<file path="config.mk">
export PLATFORM = sky130hd
export DESIGN_NAME = btb_update_sched
export DESIGN_NICKNAME = d
export VERILOG_FILES = /design/src/rtl/btb_update_sched.sv
export SDC_FILE = /design/constraint.sdc
export NUM_CORES = 1
export LEC_CHECK = 0
export CAP_MARGIN = 20
export CELL_PAD_IN_SITES_DETAIL_PLACEMENT = 0
export CELL_PAD_IN_SITES_GLOBAL_PLACEMENT = 2
export CORE_MARGIN = 4
export CORE_UTILIZATION = 40
export CTS_CLUSTER_SIZE = 30
export DETAILED_ROUTE_END_ITERATION = 7
export PLACE_DENSITY = 0.86
export SETUP_SLACK_MARGIN = 0.4
export SYNTH_ARGS = -nofsm -noshare
export SYNTH_HDL_FRONTEND = slang
export SYNTH_SLANG_ARGS = --single-unit
</file>
<file path="constraint.sdc">
create_clock -name clk -period 7.2 [get_ports clk]
set_input_delay 0.72 -clock clk [delete_from_list [all_inputs] [get_ports clk]]
set_output_delay 0.72 -clock clk [all_outputs]
set_load 0.02 [all_outputs]
</file>
<file path="src/rtl/btb_update_sched.sv">
// btb_update_sched: owns the BTB write port; filters/queues EX branch updates and walks all sets on flush.
// Latency: an accepted update into an idle, empty scheduler appears on wr_* one cycle later.
// Backpressure: none toward EX; an update arriving at a full FIFO during a flush is dropped (upd_drop).
// Optional: `define BTB_SCHED_STATS_EN adds saturating counters cnt_wr / cnt_filtered / cnt_dropped.
module btb_update_sched #(
   parameter int SET_ADDR_LEN = 7,
`ifdef BTB_SCHED_STATS_EN
   parameter int CNT_W        = 16,
`endif
   parameter int FIFO_DEPTH   = 4
) (
   input  logic        clk,
   input  logic        rst_n,
   input  logic        upd_valid,
   input  logic [31:0] upd_pc,
   input  logic [31:0] upd_target,
   input  logic        upd_taken,
   input  logic        upd_pred_taken,
   input  logic [31:0] upd_pred_target,
   input  logic        flush_req,
   output logic        wr_req,
   output logic [31:0] wr_pc,
   output logic [31:0] wr_target,
   output logic        wr_taken,
   output logic        flush_busy,
   output logic        flush_done,
`ifdef BTB_SCHED_STATS_EN
   output logic [CNT_W-1:0] cnt_wr,
   output logic [CNT_W-1:0] cnt_filtered,
   output logic [CNT_W-1:0] cnt_dropped,
`endif
   output logic        upd_drop
);
   localparam int PTR_W  = $clog2(FIFO_DEPTH);
   localparam int CNT_FW = $clog2(FIFO_DEPTH + 1);
   localparam int ENT_W  = 65;   // {taken, target, pc}

   typedef enum logic {IDLE, FLUSH} state_t;

   state_t                  state_q, state_d;
   logic [SET_ADDR_LEN-1:0] idx_q, idx_d, walk_idx;
   logic                    walk_last;

   logic [ENT_W-1:0]  mem_q [FIFO_DEPTH];
   logic [PTR_W-1:0]  wr_ptr_q, wr_ptr_d, rd_ptr_q, rd_ptr_d, wr_base, rd_base;
   logic [CNT_FW-1:0] cnt_q, cnt_d, cnt_base;

   logic             redundant, accepted, fifo_full, pop, bypass, push, drop;
   logic [ENT_W-1:0] upd_ent, head_ent;

   logic        wr_req_q, wr_req_d, wr_taken_q, wr_taken_d;
   logic [31:0] wr_pc_q, wr_pc_d, wr_target_q, wr_target_d;
   logic        busy_q, busy_d, done_q, done_d, drop_q;

   // Update filtering and FIFO push/pop/bypass decisions
   always_comb begin
      redundant = (upd_pred_taken == upd_taken) && (!upd_taken || (upd_pred_target == upd_target));
      accepted  = upd_valid && !redundant;
      upd_ent   = {upd_taken, upd_target, upd_pc};
      head_ent  = mem_q[rd_ptr_q];
      fifo_full = (cnt_q == CNT_FW'(FIFO_DEPTH));
      // A flush request empties the FIFO first; a same-cycle update then lands in the cleared FIFO.
      pop       = (state_q == IDLE) && !flush_req && (cnt_q != '0);
      bypass    = (state_q == IDLE) && !flush_req && (cnt_q == '0) && accepted;
      push      = accepted && !bypass && (flush_req || pop || !fifo_full);
      drop      = accepted && !bypass && !push;
      wr_base   = flush_req ? '0 : wr_ptr_q;
      rd_base   = flush_req ? '0 : rd_ptr_q;
      cnt_base  = flush_req ? '0 : cnt_q;
      wr_ptr_d  = wr_base + PTR_W'(push);
      rd_ptr_d  = rd_base + PTR_W'(pop);
      cnt_d     = cnt_base + CNT_FW'(push) - CNT_FW'(pop);
   end

   // Walk index for this cycle: a flush request during a walk restarts it at set 0
   always_comb begin
      walk_idx  = flush_req ? '0 : idx_q;
      walk_last = &walk_idx;
   end

   // State register, walk index and FIFO pointers
   always_ff @(posedge clk or negedge rst_n) begin
      if (!rst_n) begin
         state_q  <= IDLE;
         idx_q    <= '0;
         wr_ptr_q <= '0;
         rd_ptr_q <= '0;
         cnt_q    <= '0;
      end else begin
         state_q  <= state_d;
         idx_q    <= idx_d;
         wr_ptr_q <= wr_ptr_d;
         rd_ptr_q <= rd_ptr_d;
         cnt_q    <= cnt_d;
      end
   end

   // FIFO storage; data needs no reset since the count guards every read
   always_ff @(posedge clk) begin
      if (push) mem_q[wr_base] <= upd_ent;
   end

   // Next-state logic
   always_comb begin
      state_d = state_q;
      idx_d   = idx_q;
      case (state_q)
         IDLE: begin
            if (flush_req) begin
               state_d = FLUSH;
               idx_d   = '0;
            end
         end
         FLUSH: begin
            idx_d = walk_idx + SET_ADDR_LEN'(1);
            if (walk_last) state_d = IDLE;
         end
         default: state_d = IDLE;
      endcase
   end

   // Output logic: what the registered write port shows next cycle
   always_comb begin
      wr_req_d    = 1'b0;
      wr_pc_d     = '0;
      wr_target_d = '0;
      wr_taken_d  = 1'b0;
      done_d      = 1'b0;
      busy_d      = (state_q == FLUSH) || (state_d == FLUSH);
      case (state_q)
         IDLE: begin
            if (pop) begin
               wr_req_d = 1'b1;
               {wr_taken_d, wr_target_d, wr_pc_d} = head_ent;
            end else if (bypass) begin
               wr_req_d = 1'b1;
               {wr_taken_d, wr_target_d, wr_pc_d} = upd_ent;
            end
         end
         FLUSH: begin
            wr_req_d = 1'b1;
            wr_pc_d  = {{(32-SET_ADDR_LEN-2){1'b0}}, walk_idx, 2'b00};
            done_d   = walk_last;
         end
         default: ;
      endcase
   end

   // Output registers
   always_ff @(posedge clk or negedge rst_n) begin
      if (!rst_n) begin
         wr_req_q    <= 1'b0;
         wr_pc_q     <= '0;
         wr_target_q <= '0;
         wr_taken_q  <= 1'b0;
         busy_q      <= 1'b0;
         done_q      <= 1'b0;
         drop_q      <= 1'b0;
      end else begin
         wr_req_q    <= wr_req_d;
         wr_pc_q     <= wr_pc_d;
         wr_target_q <= wr_target_d;
         wr_taken_q  <= wr_taken_d;
         busy_q      <= busy_d;
         done_q      <= done_d;
         drop_q      <= drop;
      end
   end

   assign wr_req     = wr_req_q;
   assign wr_pc      = wr_pc_q;
   assign wr_target  = wr_target_q;
   assign wr_taken   = wr_taken_q;
   assign flush_busy = busy_q;
   assign flush_done = done_q;
   assign upd_drop   = drop_q;

`ifdef BTB_SCHED_STATS_EN
   logic [CNT_W-1:0] cnt_wr_q, cnt_filt_q, cnt_drop_q;

   // Saturating event counters: update writes, filtered updates, dropped updates
   always_ff @(posedge clk or negedge rst_n) begin
      if (!rst_n) begin
         cnt_wr_q   <= '0;
         cnt_filt_q <= '0;
         cnt_drop_q <= '0;
      end else begin
         if ((pop || bypass) && !(&cnt_wr_q)) cnt_wr_q <= cnt_wr_q + CNT_W'(1);
         if (upd_valid && redundant && !(&cnt_filt_q)) cnt_filt_q <= cnt_filt_q + CNT_W'(1);
         if (drop && !(&cnt_drop_q)) cnt_drop_q <= cnt_drop_q + CNT_W'(1);
      end
   end

   assign cnt_wr       = cnt_wr_q;
   assign cnt_filtered = cnt_filt_q;
   assign cnt_dropped  = cnt_drop_q;
`endif

endmodule
</file>
==> Word-level counts from Yosys, hierarchy flattened <==
Memory sizes are Yosys's and may differ from the RTL's.
Index checks and enable logic that the tools add are counted.
{ "word_totals": {"output_inout_bits": 69, "inputBits": 102, "reg_bits": 84, "mem_bits_rw": 260, "memories": 1} }
{ "mem_list": {"columns": ["name", "words", "width", "read_ports", "rd_ports_with_merged_regs", "wr", "line_no", "text"], "rows": [
  ["mem_q", 4, 65, 1, 0, 1, "44", "logic [ENT_W-1:0] mem_q [FIFO_DEPTH];"]
]} }
{ "classes": {"n_eq_ne": 3, "n_addsub": 5, "muxes": 23, "n_bitwise": 1, "reduce_logical": 22} }
{ "ops": {"columns": ["cell", "count"], "rows": [
  ["2-to-1 mux 32 bit", 5],
  ["one-hot mux 32 bit (2 select lines)", 1],
  ["equality test 32 bit", 1],
  ["one-hot mux 7 bit (2 select lines)", 1],
  ["2-to-1 mux 1 bit", 10],
  ["logical AND 1 bit", 9],
  ["adder 7 x 1 -> 7 bit (second input constant)", 1],
  ["2-to-1 mux 7 bit", 1],
  ["AND reduction 7 bit", 1],
  ["zero test 1 bit", 6],
  ["adder 2 x 1 -> 2 bit", 2],
  ["logical OR 1 bit", 4],
  ["2-to-1 mux 2 bit", 2],
  ["one-hot mux 1 bit (2 select lines)", 2],
  ["adder 3 x 1 -> 3 bit", 1],
  ["equality test 3 bit (second input constant)", 1],
  ["zero test 3 bit", 1],
  ["2-to-1 mux 3 bit", 1],
  ["nonzero test 3 bit", 1],
  ["subtractor 3 x 1 -> 3 bit", 1],
  ["equality test 1 bit", 1],
  ["NOT 1 bit", 1]
]} }

==> Logic depth before layout (Yosys ltp) <==
Gate-level depths: netlist of the first run.
{ "logic_depth": {"depth_word": 11, "depth_mapped": 11} }

==> Worst setup path before layout of the first run <==
OpenSTA, ideal clock, no wires.
{ "synth_timing": {"path_kind": "input port to flip-flop", "from": "input port flush_req", "to": "memory mem_q[1][0] (enable)", "required_time_ps": 6632, "arrival_time_ps": 5907, "slack_ps": 725, "stages": 5, "setup_time_ps": 568, "path_buffers": 1, "path_cell_list": "clkbuf_1 > nor3_1 > a21oi_1 > o31ai_4 > nor3_1"} }
{ "synth_via": {"elab_chain_cells": 9, "word_cells_on_any_way": 13, "cone_classes": "mux: 3; reduce/logical: 10"} }
{ "synth_lines": {"columns": ["element", "line_no", "text"], "rows": [
  ["start: declaration", "20", "input logic flush_req,"],
  ["zero test 1 bit", "63, 64", null],
  ["logical AND 1 bit", "63, 64", null],
  ["logical AND 1 bit (2 in series)", "64", "bypass = (state_q == IDLE) && !flush_req && (cnt_q == '0) && accepted;"],
  ["zero test 1 bit", "65", "push = accepted && !bypass && (flush_req || pop || !fifo_full);"],
  ["logical AND 1 bit (2 in series)", "65", null],
  ["2-to-1 mux 1 bit", "100", "if (push) mem_q[wr_base] <= upd_ent;"],
  ["2-to-1 mux 1 bit (implied by the code)", "100", null],
  ["end: declaration", "44", null]
]} }
Parallel ways exist; a longest one is shown, timed or not.

==> Worst setup path in the final report of the first run <==
{ "layout_timing": {"from": "input port upd_target[30]", "to": "register cnt_q[2]"} }
{ "layout_via": {"elab_chain_cells": 11} }
{ "layout_lines": {"columns": ["element", "line_no", "text"], "rows": [
  ["start: declaration", "16", "input logic [31:0] upd_target,"],
  ["equality test 32 bit (*)", "57", "redundant = (upd_pred_taken == upd_taken) && (!upd_taken || (upd_pred_target == upd_target));"],
  ["logical OR 1 bit (*)", "57", null],
  ["logical AND 1 bit (*)", "57", null],
  ["zero test 1 bit (*)", "58", "accepted = upd_valid && !redundant;"],
  ["logical AND 1 bit (*)", "58", null],
  ["logical AND 1 bit", "64", null],
  ["zero test 1 bit", "65", null],
  ["logical AND 1 bit (*) (2 in series)", "65", null],
  ["adder 3 x 1 -> 3 bit (*)", "72", "cnt_d = cnt_base + CNT_FW'(push) - CNT_FW'(pop);"],
  ["subtractor 3 x 1 -> 3 bit (*)", "72", null],
  ["net cnt_d[2]", "46", "logic [CNT_FW-1:0] cnt_q, cnt_d, cnt_base;"],
  ["end signal: assignment", "94", "cnt_q <= cnt_d;"],
  ["end: declaration", "46", null]
]} }
Mark *: on every way through the listed nets, which the timed path passes. The rest lies on a longest branch.

==> results of run 1 <==
## routing by layer
metal | vias up | part of all wire | global-route usage | wire length, µm
li1 | 3270 | - | - | -
met1 | 3678 | 0.42 | 0.235 | 12700
met2 | 195 | 0.50 | 0.280 | 15200
met3 | 40 | 0.063 | 0.0324 | 1910
met4 | 6 | 0.015 | 0.0403 | 469
met5 | - | 0.0012 | 0 | 37
## path summary, 6_finish.rpt
kind | end | slack [ps] | cells after the start
setup / recovery | cnt_q[2]$_DFF_PN0_ | 3450 | 11
hold / removal | wr_target[1]$_DFF_PN0_ | 180 | 1
setup reg to reg | mem_q[3][17]$_DFFE_PP_ | 4100 | 6
hold reg to reg | state_q$_DFF_PN0_ | 450 | 1
max in group asynchronous | rd_ptr_q[0]$_DFF_PN0_ | 5840 | 2
min in group clk | state_q$_DFF_PN0_ | 450 | 1
## kinds of logic after synthesis
group	after synthesis	synth area share
buf+inv	46	0.0149
compound gates	85	0.0365
xor+xnor	42	0.0277
flops	344	0.746
fa+ha+maj	6	0.00621
mux	66	0.111
simple gates	177	0.0579
## cell usage after synthesis, types with 7 or more instances
cell,instances
sky130_fd_sc_hd__edfxtp_1,260
sky130_fd_sc_hd__o21ai_0,63
sky130_fd_sc_hd__xor2_1,25
sky130_fd_sc_hd__dfrtp_1,84
sky130_fd_sc_hd__xnor2_1,17
sky130_fd_sc_hd__nor2_1,8
sky130_fd_sc_hd__buf_2,15
sky130_fd_sc_hd__mux4_2,65
sky130_fd_sc_hd__nor3_1,7
sky130_fd_sc_hd__clkbuf_1,18
sky130_fd_sc_hd__inv_1,7
sky130_fd_sc_hd__nand2_1,130
sky130_fd_sc_hd__nor2b_1,7
## power groups by stage
stage | clock network (mW) | logic, mW | registers [mW]
after floorplan | 0 | 0.116 | 2.31
after global placement | 0 | 0.263 | 2.30
after detailed placement | 0 | 0.266 | 2.31
after CTS | 1.92 | 0.267 | 2.27
after global routing | 2.00 | 0.288 | 2.27
final | 1.87 | 0.263 | 2.27
## registers in the layout, indices dropped and copies added (netlist names)
| signal | count |
|---|---|
| cnt_q | 3 |
| flush_busy | 1 |
| flush_done | 1 |
| idx_q | 7 |
| mem_q | 260 |
| rd_ptr_q | 2 |
| state_q | 1 |
| upd_drop | 1 |
| wr_pc | 32 |
| wr_ptr_q | 2 |
| wr_req | 1 |
| wr_taken | 1 |
| wr_target | 32 |
## area by class of cell
type                            instances  share of cell area
Sequential cell                       344               0.593
Multi-Input combinational cell        376               0.192
Timing Repair Buffer                  183               0.109
Clock buffer                           47              0.0606
Tap cell                              442              0.0331
Clock inverter                         18              0.0113
Inverter                                7             0.00157
==> summary.txt, run 1 <==
combinational share of power = 0.060
PostCTS Resize Cnt = 0
placed standard-cell area = 15500 µm²
wire length of the first global-routing pass = 46700 µm
cell taking the most area after synthesis = sky130_fd_sc_hd__edfxtp_1
post-placement worst setup slack = 2980 ps
number of remaining DRC errors = 0
Critical Path Max Stage Delay = 650 ps
fraction of final layout cells with drive strength greater than 1 = 0.151
Synth Net Count = 874
TritonCTS clock tree = yes
maximum operating frequency = 267 MHz
number of I/O pins = 171
height of the die = 190 µm
Critical Path AT = 4130 ps
cells taking the most area after synthesis = sky130_fd_sc_hd__edfxtp_1 59%, sky130_fd_sc_hd__dfrtp_1 16%, sky130_fd_sc_hd__mux4_2 11%
fraction of power consumed by sequential logic = 0.515
Setup Buffers After CTS = 0
CTS Hold Bufs = 0
total routed wirelength = 30300 µm
power density relative to cell area = 263 nW/µm²
remaining number of nets flagged by the antenna check after routing = 0
number of enable flip-flop cells after synthesis = 260
gpl congestion = 0.746
count of buffering cells on the critical path with inverters included = 3
max-slew violation count = 0
number of antenna violations at the first check in global routing = 3
worst min-delay path class = input pin to async pin
final worst path period share = 0.521
switching portion of total power = 0.205
number of CTS-inserted buffers = 37
number of hold violations in the final report = 0
number of buffers inserted by port buffering = 170
leakage power figure = 5.68 nW
Layout area overhead = 25.9%
number of distinct standard cells referenced by the synthesized netlist = 35
worst hold slack after final layout = 181 ps
Maximum Capacitance Violations = 0
Pre-Repair DR Iteration Count = 4
gr usage total = 0.169
category of cells accounting for the largest share of critical-path delay = simple AND/OR/NAND/NOR gates
post-layout utilization of the core = 0.513
beginning of the worst register-to-register path = state_q$_DFF_PN0_
clock insertion delay at the later pin of the skew report = 500 ps
cell breakdown of the critical path = clkdlybuf4s50_1 -> xor2_1 -> nor4_1 -> nand3_1 -> o31ai_4 -> ha_1 -> inv_1 -> ha_1 -> inv_1 -> fa_1 -> xor2_1
horizontal extent of the die = 190 µm
WL per Instance = 21.4 µm
summed instance area of the synthesized netlist = 13300 µm²
number of diodes added for antenna fixing = 0
peak fanout along the critical path = 6
count of H-tree levels built during CTS = 2
Syn Inst Count = 766
area of the core = 32600 µm²
area of all placed cells without fillers = 16700 µm²
clock skew after layout = 7.08 ps
setup repair after global routing missed its margin = false
area used by sequential logic in the layout = 9920 µm²
first-iteration detailed-routing DRC count = 506
Vias/cell = 5.07
Worst Setup End Kind = flop
run status = finished clean
total area of multi-input combinational cells = 3220 µm²
top flip-flop cell by instance count after synthesis = sky130_fd_sc_hd__edfxtp_1
count of vias placed by the detailed router = 7189
commonest cells after routing, fill and taps aside = 260 x sky130_fd_sc_hd__edfxtp_1, 169 x sky130_fd_sc_hd__clkdlybuf4s50_1, 130 x sky130_fd_sc_hd__nand2_1
total internal power = 3.50 mW
tightest slew margin relative to the limit = 0.263
Slowest cell on crit path = sky130_fd_sc_hd__nor4_1
GR Overflow Total = 0
clock transition at the registers of the reported paths = 60 ps
maximum vdd ir drop = 0.124 mV
commonest non-fill, non-tap cell in the layout = sky130_fd_sc_hd__edfxtp_1
switching power total = 901 µW
flops & latches, synth = 344
worst setup path class = input pin to flop
floorplan row count = 66
starting utilization of the core area = 0.407
Slew @ Worst Pin = 1110 ps
estimated wirelength of the detail-placed design = 17600 µm
final non-filler cell total = 1417
total power of the final layout = 4.40 mW
post-synthesis sequential area ratio = 0.746
CTS Root Buffer Type = sky130_fd_sc_hd__clkbuf_16
post-layout minimum cycle time = 3750 ps
synthesized area divided by synthesized cell count = 17.3 µm²
Clock Power Share = 0.425
via count of the first global-routing pass = 7643
total placed cells including tap cells = 1351
pin count of the biggest net entering global routing = 76
total die area = 36200 µm²
Required @ worst endpoint = 7580 ps
count of synthesis-stage warnings from yosys = 0
area share of the largest cell type after synthesis = 0.588
number of fillers in the final layout = 2726
critical path launch point = upd_target[30]
post-layout net count = 1057
total of endpoints with negative setup slack in the final report = 0
clock sinks = 344
final worst-path setup slack = 3450 ps
share of flip-flops with an asynchronous set or reset = 0.244
setup TNS after final layout = 0 ps
type of origin of the critical path = input pin
maximum clock path buffer count = 3
Note: power is estimated with default switching activity, not from simulation.
==> inputs of run 2 (changes only) <==
--- a/config.mk
+++ b/config.mk
@@ -9,10 +9,10 @@
 export CELL_PAD_IN_SITES_DETAIL_PLACEMENT = 0
 export CELL_PAD_IN_SITES_GLOBAL_PLACEMENT = 2
 export CORE_MARGIN = 4
-export CORE_UTILIZATION = 40
+export CORE_UTILIZATION = 37
 export CTS_CLUSTER_SIZE = 30
 export DETAILED_ROUTE_END_ITERATION = 7
-export PLACE_DENSITY = 0.86
+export PLACE_DENSITY = 0.84
 export SETUP_SLACK_MARGIN = 0.4
 export SYNTH_ARGS = -nofsm -noshare
 export SYNTH_HDL_FRONTEND = slang
==> constraint.sdc (replaced) <==
create_clock -name clk -period 3.3 [get_ports clk]
set_input_delay 0.33 -clock clk [delete_from_list [all_inputs] [get_ports clk]]
set_output_delay 0.33 -clock clk [all_outputs]
set_load 0.02 [all_outputs]
==> run 2 against run 1 <==
Clock power increased by 110%. Design area up 3.0%. Critical endpoint is now mem_q[3][22]$_DFFE_PP_. Largest power group unchanged. First-iteration DRC count rose by 0.99%. Combinational power up 150%. Critical path depth shrank 3. Final cell count grew 4.3%. Critical path type unchanged. Clock skew grew 16 ps.
==> summary.txt, run 2 (synthesis gave the netlist of run 1 again) <==
maximum vdd ir drop = 0.413 mV
setup repair after global routing missed its margin = false
WL per Instance = 21.4 µm
number of CTS-inserted buffers = 37
GR met3 Demand/Resource = 0.0317
pin count of the biggest net entering global routing = 75
top register by number of flip-flops = mem_q
area of the core = 35500 µm²
area of all placed cells without fillers = 17200 µm²
Setup Buffers After CTS = 0
Worst Setup End Kind = flop
Critical Path AT = 2970 ps
number of remaining DRC errors = 0
clock skew after layout = 23.3 ps
leakage power figure = 5.91 nW
count of H-tree levels built during CTS = 2
clock transition at the registers of the reported paths = 60 ps
number of diodes added for antenna fixing = 0
met2 usage = 0.266
total of endpoints with negative setup slack in the final report = 0
clock sinks = 344
Maximum Capacitance Violations = 0
maximum clock path buffer count = 3
global routing usage on met1 = 0.232
starting utilization of the core area = 0.374
GR Overflow Total = 0
run status = finished clean
final worst path period share = 0.840
Vias/cell = 5.02
TritonCTS clock tree = yes
power density relative to cell area = 555 nW/µm²
wire length of the first global-routing pass = 48300 µm
number of fillers in the final layout = 2972
commonest cells after routing, fill and taps aside = 260 x sky130_fd_sc_hd__edfxtp_1, 168 x sky130_fd_sc_hd__clkdlybuf4s50_1, 130 x sky130_fd_sc_hd__nand2_1
number of buffers inserted by port buffering = 170
worst setup path class = input pin to flop
remaining number of nets flagged by the antenna check after routing = 0
post-layout net count = 1097
maximum operating frequency = 361 MHz
horizontal extent of the die = 198 µm
count of vias placed by the detailed router = 7419
setup TNS after final layout = 0 ps
flip-flop count of the largest register after layout = 260
peak fanout along the critical path = 20
via count of the first global-routing pass = 7809
final non-filler cell total = 1478
most used routing layer = met2
Required @ worst endpoint = 3500 ps
placed standard-cell area = 16000 µm²
height of the die = 198 µm
commonest non-fill, non-tap cell in the layout = sky130_fd_sc_hd__edfxtp_1
worst min-delay path class = input pin to flop
number of antenna violations at the first check in global routing = 0
type of origin of the critical path = input pin
fraction of final layout cells with drive strength greater than 1 = 0.186
Layout area overhead = 29.8%
total placed cells including tap cells = 1410
number of hold violations in the final report = 0
estimated wirelength of the detail-placed design = 19600 µm
gr usage total = 0.163
total die area = 39000 µm²
total power of the final layout = 9.57 mW
floorplan row count = 69
Slew @ Worst Pin = 868 ps
max-slew violation count = 0
gpl congestion = 0.742
clock insertion delay at the later pin of the skew report = 520 ps
total routed wirelength = 31600 µm
first-iteration detailed-routing DRC count = 511
post-layout minimum cycle time = 2770 ps
number of I/O pins = 171
tightest slew margin relative to the limit = 0.422
Pre-Repair DR Iteration Count = 5
CTS Root Buffer Type = sky130_fd_sc_hd__clkbuf_16
run 2: cell types whose count changed in the layout (fill, tap and decap cells not counted), moves of 2 or more:
cell	delta
sky130_fd_sc_hd__buf_4	+25
sky130_fd_sc_hd__buf_12	+15
sky130_fd_sc_hd__clkbuf_1	+3
sky130_fd_sc_hd__clkbuf_8	-3
sky130_fd_sc_hd__inv_6	+2
sky130_fd_sc_hd__nor3_4	+2
run 2: final timing paths:
check | cells after the start | start | end | slack, ps
worst max register to register | 6 | state_q$_DFF_PN0_ | mem_q[3][22]$_DFFE_PP_ | 890
min in group asynchronous | 2 | rst_n | wr_target[28]$_DFF_PN0_ | 450
worst max-delay path | 8 | upd_target[30] | mem_q[3][22]$_DFFE_PP_ | 530
worst min register to register | 1 | idx_q[6]$_DFF_PN0_ | state_q$_DFF_PN0_ | 480
max in group asynchronous | 3 | rst_n | wr_pc[29]$_DFF_PN0_ | 2020
worst min-delay path | 2 | upd_target[8] | mem_q[3][40]$_DFFE_PP_ | 240
run 2: power breakdown:
| group | internal (mW) | total, mW | switching [mW] |
|---|---|---|---|
| combinational | 0.314 | 0.656 | 0.342 |
| sequential | 4.89 | 4.94 | 0.0550 |
| clock | 2.36 | 3.97 | 1.62 |
run 2: area by class of cell:
| class | count | area [µm²] | share of cell area |
|---|---|---|---|
| flip-flops and latches | 344 | 9920 | 0.575 |
| clock buffers | 47 | 983 | 0.0570 |
| inverters | 7 | 26.3 | 0.00152 |
| multi-input cells | 376 | 3260 | 0.189 |
| repair buffers | 223 | 2290 | 0.133 |
| well taps | 461 | 577 | 0.0335 |
| clock inverters | 20 | 188 | 0.0109 |
run 2: timing repair:
item / CTS / global route
endpoints found under the hold margin: 54 / 0
hold buffers: 1 / 0
gates resized for setup: 2 / 2
endpoints found under the setup margin: 2 / 22
pin swaps: 0 / 2
run 2: worst max-delay path: stages:
cell                              delay (ps)
sky130_fd_sc_hd__clkdlybuf4s50_1         600
sky130_fd_sc_hd__xor2_1                  620
sky130_fd_sc_hd__nor4_4                  100
sky130_fd_sc_hd__nand3_1                 180
sky130_fd_sc_hd__o31ai_4                  70
sky130_fd_sc_hd__buf_4                   190
sky130_fd_sc_hd__nor2_4                  590
sky130_fd_sc_hd__buf_12                  280
run 2: per-layer routing:
| metal | vias to the layer above | wire length [µm] |
|---|---|---|
| li1 | 3356 | - |
| met1 | 3812 | 13800 |
| met2 | 214 | 15200 |
| met3 | 37 | 1970 |
| met4 | 0 | 588 |
| met5 | - | 0 |
run 2: through the flow:
stage / setup WS (ps) / hold slack, ps / util
after global routing: 403 / 251 / 0.486
after floorplan: 360 / 34.4 / -
after global placement: -374 / 454 / 0.452
after CTS: 421 / 450 / 0.486
final: 528 / 238 / 0.486
after detailed placement: -394 / 454 / 0.452
==> inputs of run 3 (changes only) <==
==> constraint.sdc (replaced) <==
create_clock -name clk -period 2.5 [get_ports clk]
set_input_delay 0.25 -clock clk [delete_from_list [all_inputs] [get_ports clk]]
set_output_delay 0.25 -clock clk [all_outputs]
set_load 0.02 [all_outputs]
==> run 3 against run 2 <==
First-iteration DRC count increased by 13%. Total power increased by 39%. Setup slack got worse by 250 ps. Non-clock buffer count increased by 37. Global-route usage increased by 0.059 points. Design area increased by 3.8%. Critical path type unchanged. Largest power group unchanged. Highest routed layer is now met5.
==> summary.txt, run 3 (synthesis gave the netlist of run 1 again) <==
flip-flop count of the largest register after layout = 260
post-layout minimum cycle time = 2220 ps
number of hold violations in the final report = 0
TritonCTS clock tree = yes
commonest cells after routing, fill and taps aside = 260 x sky130_fd_sc_hd__edfxtp_1, 129 x sky130_fd_sc_hd__nand2_1, 107 x sky130_fd_sc_hd__clkdlybuf4s50_1
Slew @ Worst Pin = 753 ps
post-layout net count = 1135
total die area = 39000 µm²
placed standard-cell area = 16400 µm²
WL per Instance = 20.9 µm
gr usage total = 0.164
Vias/cell = 4.98
area of the core = 35500 µm²
horizontal extent of the die = 198 µm
Pre-Repair DR Iteration Count = 5
wire length of the first global-routing pass = 48800 µm
maximum vdd ir drop = 0.383 mV
floorplan row count = 69
worst setup path class = input pin to flop
via count of the first global-routing pass = 8049
pin count of the biggest net entering global routing = 75
run status = finished clean
GR Overflow Total = 0
leakage power figure = 6.35 nW
top register by number of flip-flops = mem_q
first-iteration detailed-routing DRC count = 576
clock transition at the registers of the reported paths = 60 ps
clock sinks = 344
remaining number of nets flagged by the antenna check after routing = 0
total of endpoints with negative setup slack in the final report = 0
CTS Root Buffer Type = sky130_fd_sc_hd__clkbuf_16
peak fanout along the critical path = 2
Worst Setup End Kind = flop
commonest non-fill, non-tap cell in the layout = sky130_fd_sc_hd__edfxtp_1
Critical Path AT = 2620 ps
post-layout utilization of the core = 0.505
maximum clock path buffer count = 3
estimated wirelength of the detail-placed design = 20200 µm
worst min-delay path class = input pin to flop
number of CTS-inserted buffers = 38
total routed wirelength = 31800 µm
number of I/O pins = 171
height of the die = 198 µm
tightest slew margin relative to the limit = 0.498
clock insertion delay at the later pin of the skew report = 510 ps
power density relative to cell area = 744 nW/µm²
Maximum Capacitance Violations = 0
type of origin of the critical path = input pin
maximum operating frequency = 451 MHz
number of antenna violations at the first check in global routing = 6
clock skew after layout = 12.5 ps
starting utilization of the core area = 0.374
Layout area overhead = 34.7%
number of remaining DRC errors = 0
area of all placed cells without fillers = 17900 µm²
Required @ worst endpoint = 2900 ps
setup repair after global routing missed its margin = true
setup TNS after final layout = 0 ps
final worst path period share = 0.887
gpl congestion = 0.771
number of fillers in the final layout = 2958
number of buffers inserted by port buffering = 170
fraction of final layout cells with drive strength greater than 1 = 0.268
total power of the final layout = 13.3 mW
count of vias placed by the detailed router = 7566
count of H-tree levels built during CTS = 2
max-slew violation count = 0
## run 3: cell count changes in the layout (fill, tap and decap cells not counted), moves of 10 or more
cell	before	now
sky130_fd_sc_hd__xnor2_2	1	11
sky130_fd_sc_hd__clkdlybuf4s50_1	168	107
sky130_fd_sc_hd__xnor2_1	16	5
sky130_fd_sc_hd__buf_4	38	65
sky130_fd_sc_hd__dlygate4sd2_1	0	36
sky130_fd_sc_hd__buf_2	0	14
## run 3: layout make-up
class | count | area (µm²) | share of cell area
Antenna cell | 2 | 5.00 | 0.000280
Clock buffer | 52 | 1130 | 0.0631
Clock inverter | 18 | 214 | 0.0120
Inverter | 7 | 26.3 | 0.00147
Multi-Input combinational cell | 376 | 3480 | 0.194
Sequential cell | 344 | 9920 | 0.554
Tap cell | 461 | 577 | 0.0322
Timing Repair Buffer | 260 | 2560 | 0.143
## run 3: repair_timing
| action | in CTS | in global routing |
|---|---|---|
| pin swaps | 34 | 14 |
| buffers inserted | 3 | 2 |
| hold buffers | 1 | 1 |
| setup endpoints to repair | 325 | 58 |
| endpoints found under the hold margin | 45 | 1 |
| resized for setup | 154 | 12 |
## run 3: final timing paths
| check | depth (start not counted) | slack (ps) | from | end |
|---|---|---|---|---|
| setup / recovery | 11 | 280 | upd_pred_target[21] | cnt_q[1]$_DFF_PN0_ |
| hold / removal | 2 | 60 | upd_target[3] | mem_q[3][35]$_DFFE_PP_ |
| setup reg to reg | 8 | 320 | cnt_q[0]$_DFF_PN0_ | cnt_q[1]$_DFF_PN0_ |
| hold reg to reg | 1 | 460 | idx_q[6]$_DFF_PN0_ | state_q$_DFF_PN0_ |
| max in group asynchronous | 3 | 1460 | rst_n | rd_ptr_q[0]$_DFF_PN0_ |
| min in group asynchronous | 2 | 350 | rst_n | wr_pc[28]$_DFF_PN0_ |
## run 3: critical path: stages
cell and delay (ps):
sky130_fd_sc_hd__dlygate4sd2_1 260, sky130_fd_sc_hd__xnor2_2 140, sky130_fd_sc_hd__nand3_2 110, sky130_fd_sc_hd__or4_4 520, sky130_fd_sc_hd__o31ai_4 270, sky130_fd_sc_hd__ha_1 260
sky130_fd_sc_hd__inv_1 60, sky130_fd_sc_hd__ha_2 160, sky130_fd_sc_hd__inv_2 40, sky130_fd_sc_hd__fa_2 530, sky130_fd_sc_hd__inv_2 30
## run 3: stage by stage
step,setup slack (ps),instances,hold slack [ps]
floorplan,-423,766,-45.6
global placement,-691,1441,364
detailed placement,-700,1441,374
CTS,296,1515,36.9
global route,176,1518,43.4
finish,283,1520,56.4
## run 3: metal layers
metal | GRT usage | up-vias | share of wire
li1 | - | 3421 | -
met5 | 0 | - | 0.0019
met4 | 0.0342 | 8 | 0.018
met2 | 0.267 | 253 | 0.48
met1 | 0.228 | 3836 | 0.43
met3 | 0.0392 | 48 | 0.069
## run 3: where the power goes
part	switching [mW]	internal (mW)	leakage [nW]
combinational	0.484	0.443	2.17
clock	2.18	3.69	0.663
sequential	0.0722	6.45	3.51
total	2.74	10.6	6.35
